`src/rtl/instruction_fetch_if.sv`:
```
// Fetch-stage bus: instruction memory address/data plus the decode-facing
// {pc, instr} handshake and branch redirect.
//
// Handshake: a head entry is offered while fetch_valid=1. It is consumed at a
// rising edge where fetch_valid & fetch_ready & ~fetch_redirect. While it is
// offered and not consumed, fetch_pc/fetch_instr stay stable. A redirect at an
// edge discards everything offered or pending, including the current head.
interface instruction_fetch_if #(
  parameter int IMEM_AW = 5
);
  logic [IMEM_AW-1:0] fetch_mem_addr;
  logic [31:0]        fetch_mem_data;
  logic [31:0]        fetch_instr;
  logic [31:0]        fetch_pc;
  logic               fetch_valid;
  logic               fetch_ready;
  logic               fetch_redirect;
  logic [31:0]        fetch_redirect_pc;
  logic               fetch_misalign;

  // Fetch-stage side.
  modport master (
    output fetch_mem_addr, fetch_instr, fetch_pc, fetch_valid, fetch_misalign,
    input  fetch_mem_data, fetch_ready, fetch_redirect, fetch_redirect_pc
  );

  // Memory/decode side.
  modport slave (
    input  fetch_mem_addr, fetch_instr, fetch_pc, fetch_valid, fetch_misalign,
    output fetch_mem_data, fetch_ready, fetch_redirect, fetch_redirect_pc
  );
endinterface

```
`src/rtl/instruction_fetch.sv`:
```
// PC / fetch stage in front of a 1-cycle registered instruction memory.
// Owns the PC, issues one word address per cycle while the prefetch buffer
// has room (counting the read in flight), and hands {pc, instr} to decode.
// A redirect flushes the buffer and the in-flight read.
// Optional feature macro: FETCH_MISALIGN_EN (sticky misaligned-target flag).
// fetch_state exposes the FSM: 0=RESET 1=FILL 2=RUN 3=FULL.
module instruction_fetch #(
  parameter logic [31:0] RESET_PC  = 32'h0000_0000,
  parameter int          IMEM_AW   = 5,
  parameter int          BUF_DEPTH = 2
) (
  input  logic                 fetch_clk,
  input  logic                 fetch_rst_n,
  instruction_fetch_if.master  bus,
  output logic [1:0]           fetch_state
);

  localparam int PW = (BUF_DEPTH > 1) ? $clog2(BUF_DEPTH) : 1;

  typedef enum logic [1:0] {
    ST_RESET = 2'd0,
    ST_FILL  = 2'd1,
    ST_RUN   = 2'd2,
    ST_FULL  = 2'd3
  } state_t;

  state_t        state;
  state_t        state_nxt;
  logic [31:0]   pc;
  logic [31:0]   inflight_pc;
  logic          inflight;
  logic [PW:0]   count;
  logic [PW:0]   count_nxt;
  logic [PW+1:0] occ_after;
  logic [PW-1:0] head;
  logic [PW-1:0] tail;
  logic [31:0]   buf_pc    [BUF_DEPTH];
  logic [31:0]   buf_instr [BUF_DEPTH];
  logic          misalign;
  logic          pop;
  logic          issue;

  // Pop/issue decisions and next occupancy; the in-flight read always lands.
  always_comb begin
    pop       = (count != '0) & bus.fetch_ready & ~bus.fetch_redirect;
    occ_after = {1'b0, count} + (PW+2)'(inflight) - (PW+2)'(pop);
    issue     = occ_after < (PW+2)'(BUF_DEPTH);
    count_nxt = count + (PW+1)'(inflight) - (PW+1)'(pop);
    state_nxt = ST_FILL;
    if (count_nxt == (PW+1)'(BUF_DEPTH)) begin
      state_nxt = ST_FULL;
    end else if (count_nxt != '0) begin
      state_nxt = ST_RUN;
    end
  end

  assign bus.fetch_mem_addr = pc[IMEM_AW+1:2];
  assign bus.fetch_valid    = (count != '0);
  assign bus.fetch_instr    = buf_instr[head];
  assign bus.fetch_pc       = buf_pc[head];
  assign bus.fetch_misalign = misalign;
  assign fetch_state        = state;

`ifndef FETCH_MISALIGN_EN
  // Low target bits are simply discarded in this build.
  logic unused_redirect_low;
  assign unused_redirect_low = ^bus.fetch_redirect_pc[1:0];
`endif

  // PC, in-flight tracking, prefetch ring buffer and FSM state.
  always_ff @(posedge fetch_clk) begin
    if (!fetch_rst_n) begin
      pc          <= RESET_PC;
      inflight    <= 1'b0;
      inflight_pc <= '0;
      count       <= '0;
      head        <= '0;
      tail        <= '0;
      misalign    <= 1'b0;
      state       <= ST_RESET;
      for (int i = 0; i < BUF_DEPTH; i++) begin
        buf_pc[i]    <= '0;
        buf_instr[i] <= '0;
      end
    end else if (bus.fetch_redirect) begin
      // Flush: the word memory returns this edge belongs to the old path.
      pc       <= {bus.fetch_redirect_pc[31:2], 2'b00};
      inflight <= 1'b0;
      count    <= '0;
      head     <= '0;
      tail     <= '0;
      state    <= ST_FILL;
`ifdef FETCH_MISALIGN_EN
      if (bus.fetch_redirect_pc[1:0] != 2'b00) begin
        misalign <= 1'b1;
      end
`endif
    end else begin
      if (inflight) begin
        buf_pc[tail]    <= inflight_pc;
        buf_instr[tail] <= bus.fetch_mem_data;
        tail            <= tail + 1'b1;
      end
      if (pop) begin
        head <= head + 1'b1;
      end
      count <= count_nxt;
      if (issue) begin
        inflight    <= 1'b1;
        inflight_pc <= pc;
        pc          <= pc + 32'd4;
      end else begin
        inflight <= 1'b0;
      end
      state <= state_nxt;
    end
  end

endmodule

```
`src/flat_wrapper.sv`:
```
// flat-port wrapper written by rule: the top's interface ports become plain ports
module instruction_fetch_flat 
#(
  parameter logic [31:0] RESET_PC  = 32'h0000_0000,
  parameter int          IMEM_AW   = 5,
  parameter int          BUF_DEPTH = 2
)
  (fetch_clk, fetch_rst_n, fetch_state, bus_fetch_mem_addr, bus_fetch_instr, bus_fetch_pc, bus_fetch_valid, bus_fetch_misalign, bus_fetch_mem_data, bus_fetch_ready, bus_fetch_redirect, bus_fetch_redirect_pc);
  instruction_fetch_if #(.IMEM_AW(IMEM_AW)) bus_i ();
  input  logic fetch_clk;
  input  logic fetch_rst_n;
  output logic [1:0] fetch_state;
  output wire logic [$bits(bus_i.fetch_mem_addr)-1:0] bus_fetch_mem_addr;
  output wire logic [$bits(bus_i.fetch_instr)-1:0] bus_fetch_instr;
  output wire logic [$bits(bus_i.fetch_pc)-1:0] bus_fetch_pc;
  output wire logic [$bits(bus_i.fetch_valid)-1:0] bus_fetch_valid;
  output wire logic [$bits(bus_i.fetch_misalign)-1:0] bus_fetch_misalign;
  input wire logic [$bits(bus_i.fetch_mem_data)-1:0] bus_fetch_mem_data;
  input wire logic [$bits(bus_i.fetch_ready)-1:0] bus_fetch_ready;
  input wire logic [$bits(bus_i.fetch_redirect)-1:0] bus_fetch_redirect;
  input wire logic [$bits(bus_i.fetch_redirect_pc)-1:0] bus_fetch_redirect_pc;
  assign bus_fetch_mem_addr = bus_i.fetch_mem_addr;
  assign bus_fetch_instr = bus_i.fetch_instr;
  assign bus_fetch_pc = bus_i.fetch_pc;
  assign bus_fetch_valid = bus_i.fetch_valid;
  assign bus_fetch_misalign = bus_i.fetch_misalign;
  assign bus_i.fetch_mem_data = bus_fetch_mem_data;
  assign bus_i.fetch_ready = bus_fetch_ready;
  assign bus_i.fetch_redirect = bus_fetch_redirect;
  assign bus_i.fetch_redirect_pc = bus_fetch_redirect_pc;
  instruction_fetch #(.RESET_PC(RESET_PC), .IMEM_AW(IMEM_AW), .BUF_DEPTH(BUF_DEPTH)) u_core (.fetch_clk(fetch_clk), .fetch_rst_n(fetch_rst_n), .bus(bus_i), .fetch_state(fetch_state));
endmodule
```
`config.mk`:
```
export PLATFORM = sky130hd
export DESIGN_NAME = instruction_fetch_flat
export DESIGN_NICKNAME = d
export VERILOG_FILES = /design/src/rtl/instruction_fetch_if.sv /design/src/rtl/instruction_fetch.sv /design/src/flat_wrapper.sv
export SDC_FILE = /design/constraint.sdc
export NUM_CORES = 1
export LEC_CHECK = 0
export BUFFER_PORTS_ARGS = -buffer_cell sky130_fd_sc_hd__buf_2
export CAP_MARGIN = 20
export CORE_MARGIN = 5
export CORE_UTILIZATION = 40
export DETAILED_ROUTE_END_ITERATION = 8
export RECOVER_POWER = 100
export SYNTH_ARGS = -nofsm -noshare
export SYNTH_HDL_FRONTEND = slang
export SYNTH_SLANG_ARGS = --single-unit
```
`constraint.sdc`:
```
create_clock -name fetch_clk -period 8.45 [get_ports fetch_clk]
set_input_delay 0.4225 -clock fetch_clk [delete_from_list [all_inputs] [get_ports fetch_clk]]
set_output_delay 0.4225 -clock fetch_clk [all_outputs]
set_load 0.01 [all_outputs]
```
* Yosys cells after proc, flatten, opt, wreduce, memory -nomap -nowiden
Memories as Yosys holds them, arrays and structs flattened. A register that Yosys moved wholly into a read port is not among the register bits.
Cells that the tools add are included.
** Cells by class
- Add/sub/neg operators :: 7
- $mul :: 0
- Div/mod/pow operators :: 0
- Order comparisons :: 1
- Equality and inequality tests :: 1
- Shifts and indexed selects :: 0
- Multiplexer cells :: 21
- Bitwise logic cells :: 4
- Reductions and logical operators :: 7
** Operators with widths (count)
- $mux 32 :: 4
- $reduce_or 32->1 :: 2
- $add 32x3->32 const B :: 1
- $mux 1 :: 15
- $reduce_bool 2->1 :: 3
- $mux 2 :: 2
- $add 2x1->3 :: 1
- $lt 3x2->1 const B :: 1
- $sub 3x1->3 :: 1
- $add 1x1->1 const B :: 2
- $add 2x1->2 :: 1
- $and 1x1->1 :: 2
- $eq 2x2->1 const B :: 1
- $not 1->1 :: 2
- $reduce_and 2->1 :: 1
- $reduce_or 2->1 :: 1
- $sub 2x1->2 :: 1
** Word-level totals
- Register bits after elaboration :: 71
- Bits in latches :: 0
- RAM bits :: 128
- ROM bits :: 0
- Input port bits :: 68
- Output and inout bits :: 73
- Logic and storage cells :: 52
- Memories kept :: 2
** Memories
- u_core.buf_instr :: depth 2, width 32, read ports 1, clocked after Yosys merged registers in 1, wr ports 2, line instruction_fetch.sv:38 : logic [31:0] buf_instr [BUF_DEPTH];
- u_core.buf_pc :: depth 2, width 32, read ports 1, clocked after Yosys merged registers in 1, wr ports 2, line instruction_fetch.sv:37 : logic [31:0] buf_pc [BUF_DEPTH];

* Depth between registers and ports, before layout
- Word-level depth :: 8
- Gate-level depth with buffers :: 13
- Mapped depth without buffers :: 12

* Worst setup path after synthesis
No wires, ideal clock.
- Path type :: input -> register
- From :: in fetch_rst_n
- To :: mem u_core.buf_instr[0][0], enable pin
- Library setup time :: 0.568 ns
- Arrival :: 5.141 ns
- Data required time :: 7.882 ns
- Setup slack :: 2.742 ns
- Stages :: 3
- Path buffers :: 0
- Path through :: nor2b_1 nand2_1 o21ai_0
** RTL lines
- start: declaration :: line flat_wrapper.sv:11 : input logic fetch_rst_n;
- end: declaration :: line instruction_fetch.sv:38

==> results.md <==
Status:
- The flow ran to the end, but the final reports show violations.
- The final reports fail on capacitance limit, slew limit.

STA:
- Setup repair after global routing left no endpoint under its margin.
- The worst path meets setup with 3.92 ns of slack.
- The final number of max-transition violations is 253.
- The final period utilization is 53.6%.
- The transition time at the pin with the least slew margin is 3.67 ns.
- The number of hold violations in the final report is 0.
- Measured against its own limit, the worst slew margin works out to -145%.
- The number of endpoints failing setup at the final stage is 0.
- In the final timing run, aggregate negative setup slack is 0 ns.
- The final critical delay including setup and external delays is 4.53 ns.
- The post-route clock skew is 0.00780 ns.
- Timing would allow up to 221 MHz.

Power:
- The power density over the cells is 204 nW/um^2.
- Total power for the finished layout comes to 2.03 mW.
- The maximum VDD drop is 0.123 mV.
- Summed over all cells, the static leakage comes to 3.59 nW.

GRT:
- The number of antenna violations at the first check in global routing is 0.
- The via count of the first global-routing pass was 5559.
- The largest net degree at the start of global routing is 64.
- The first global-routing pass estimated 29.6 mm of wire.
- Global routing used 15.2% of the available tracks.
- The total overflow left after global routing is 0.

Placement:
- At the end of routability-driven placement, the weighted congestion stood at 0.825.
- The worst setup slack after placement is 4.60 ns.
- The count of buffers from port buffering is 135.
- The cell area after placement is 9440 sq um.
- The number of placed instances, taps included, is 1115.
- The HPWL after detailed placement is 11.6 mm.

Clock tree:
- The clock slew seen by the registers of the worst setup and hold paths is 0.07 ns.
- TritonCTS built the clock tree.
- CTS placed an instance of clkbuf_16 at the clock tree root.
- The buffer depth of the longest clock path is 2.
- The number of clock buffers added by TritonCTS is 17.
- In this run, post-CTS hold repair placed 0 buffers.
- The post-cts sizing count is 0.
- The H-tree was split into 4 levels.
- Counting every sink on the clock net gives 192.
- For the worst-skew pair, the clock arrives at the later sink with an insertion delay of 0.42 ns.
- The number of buffers added for setup after CTS is 0.

Critical path:
- STA puts the critical path data required time at 8.03 ns.
- Traced cell by cell, the critical path runs through clkbuf_1 > mux2_2 > clkbuf_1.
- The path type of the worst setup path is reg2out.
- Across all register-to-register paths, the minimum setup slack is 4.42 ns.
- The critical path endpoint category is an output port.
- The maximum single-stage delay on the critical path is 2.58 ns.
- The cell with the most instances on the worst path is clkbuf_1.
- Of all nets on the critical path, the largest fanout is 62.
- Data arrives at the worst endpoint at 4.11 ns.
- The largest individual stage delay along the critical path comes from the cell clkbuf_1.
- The worst setup path is launched from a flop.

Cells and area:
- From synthesis to final layout, the design area changed by 15.8%.
- The number of inserted filler cells in the final layout is 2011.
- The final non-filler cell total is 1147.
- The number of nets in the final layout is 932.
- The multi-input combinational cells in the finished layout cover a total of 3220 sq um.
- The cell area after layout is 9930 sq um.
- Summing all flip-flop and latch instances after layout gives 5090 sq um.
- The post-route netlist has 20.1% of its cells at a drive strength greater than 1.
- The number of antenna repair diodes is 0.

Routing:
- The DRC violation count after routing is 0.
- For this block, the routed nets add up to 18.5 mm of wire.
- The number of detailed-routing iterations run before antenna repair is 5.
- The number of vias per cell after detailed routing is 5.05.
- The count of routing violations after the opening detailed-route iteration is 302.
- In this run the remaining antenna-violating nets after routing total 0.
- The final routed wire length divided by cell count is 16.1 um.
- The vias after detailed routing is 5790.

Yosys:
- Sorting the synthesized cells by area gives the leading types as edfxtp_1 (43%), dfxtp_1 (16%), and2_1 (9.3%).
- The mapped netlist covers 8570 sq um.
- The fraction of registers with async set or reset after synthesis is 0%.
- Of all cell types, the one taking the most synthesized area is edfxtp_1.
- Yosys mapped the design onto 48 distinct sky130hd cell types.
- The top-area cell type share of the netlist area is 43.4%.
- For this run, the leading register cell type out of synthesis is edfxtp_1.
- During synthesis, Yosys emitted a total of 0 warnings.
- Yosys mapped a number of flops with a built-in enable equal to 124.
- In this run, synthesis produced a sequential element count of 192.
- The mean area per synthesized cell is 11.4 sq um.
- The register area share after synthesis is 59.3%.
- The number of standard cells after synthesis is 751.

Floorplan:
- The floorplan step defined a die boundary enclosing 24500 sq um.
- Once the floorplan was initialized, standard cells occupied 40.6% of the core.
- The floorplan has 53 rows.
- 141 I/O pins were placed.
- The die is 156 um tall.
- The die width is 156 um.
- The placeable core area is 21100 sq um.

Flow run:
- Max-cap violations in this run came to 4.

Worst hold path:
- The class of the tightest hold or removal check is in2reg.
[sequential cells by signal (all words and copies together) (netlist names), named ones only]
register            flops
u_core.inflight         1
u_core.count            2
u_core.pc              30
u_core.buf_instr       64
u_core.buf_pc          60
u_core.tail             1
u_core.head             1
u_core.inflight_pc     30
u_core.fetch_state      2
[power by group]
part	total, mW	internal, mW	switching (mW)	leakage [nW]
registers	1.07	1.04	0.0299	1.84
logic	0.149	0.0568	0.0918	1.46
clock network	0.806	0.466	0.341	0.283
total	2.03	1.57	0.462	3.59
[cell families (layout without fill, tap and decap cells)]
kind of cell               after synthesis  after routing  synth area share, %
DFF                                    192            192                 59.3
adders and majority gates                5              5                0.817
buffers and inverters                   67            186                 3.42
muxes                                   62             62                 8.14
and+or+nand+nor                        312            312                 20.1
xor gates and xnor gates                11             11                 1.12
AOI/OAI and AO/OA                      101            101                 7.01
other                                    1              3               0.0437
[worst paths after layout]
check                                                          from                             endpoint  depth (start not counted)
worst max-delay path                                           flop                     bus_fetch_pc[20]                          3
worst min-delay path                      bus_fetch_redirect_pc[19]           u_core.pc[19]$_SDFFE_PN0P_                          2
worst max register to register           u_core.count[1]$_SDFF_PP0_   u_core.inflight_pc[5]$_SDFFE_PN0P_                         13
worst min register to register  u_core.inflight_pc[17]$_SDFFE_PN0P_  u_core.inflight_pc[17]$_SDFFE_PN0P_                          2
[final cells by class]
class	instances	area share [%]
Timing Repair Buffer	145	6.55
Inverter	9	0.340
Clock inverter	14	1.66
Sequential cell	192	51.2
Multi-Input combinational cell	494	32.4
Tap cell	275	3.47
Clock buffer	18	4.32
[layout by cell type (no fill, tap or decap), drive strengths merged, types with 5 or more instances in the layout]
cell and count:
clkbuf 86, dfxtp 68, nor3 6, and2 128, o21ai 28, mux2 62, inv 11, or4 10
a31oi 9, or3 9, a21oi 38, clkinv 5, nand2 76, nand4 15, a211oi 7, o31ai 5
or2 5, buf 77, nand3 21, and3 7, xor2 8, nor4 9, edfxtp 124, nor2 16
[metrics by stage]
stage	utilization, %	hold WS, ns
2_1_floorplan	-	0.440
3_3_place_gp	44.8	0.447
3_5_place_dp	44.8	0.452
4_1_cts	47.6	0.237
5_1_grt	47.1	0.247
6_report	47.1	0.262
[cells in the mapped netlist (2+ instances only)]
master / count
a211oi_1: 7
edfxtp_1: 124
and2_1: 128
a21oi_1: 38
buf_1: 4
and4_1: 4
nor3b_1: 2
nand2_1: 76
or4_1: 9
nor4_1: 9
or2_2: 5
nand4_1: 15
nor2_1: 16
o31ai_1: 5
or3_1: 8
xnor2_1: 3
a32oi_1: 2
mux2_2: 62
xor2_1: 8
a311oi_1: 3
dfxtp_1: 68
and3_1: 7
buf_4: 10
ha_1: 4
inv_1: 8
o211ai_1: 2
o21ai_0: 28
clkbuf_1: 41
buf_2: 3
nand3_1: 20
a31oi_1: 9
nor2b_1: 2
nor3_1: 6
[per-layer routing]
layer	GRT usage (%)	share of wire, %	vias up	wire [um]
met5	0	0	-	0
met4	4.01	0.52	0	97
met3	3.04	5.4	7	999
met2	23.4	45	164	8320
met1	22.1	49	2715	9080
li1	-	-	2904	-
[worst max-delay path: cells and delay by family (launching register included)]
kind,cells,cell delay (ns)
mux,1,0.55
buf+inv,2,2.82
flops,1,0.31
(Power assumes the default switching activity.)
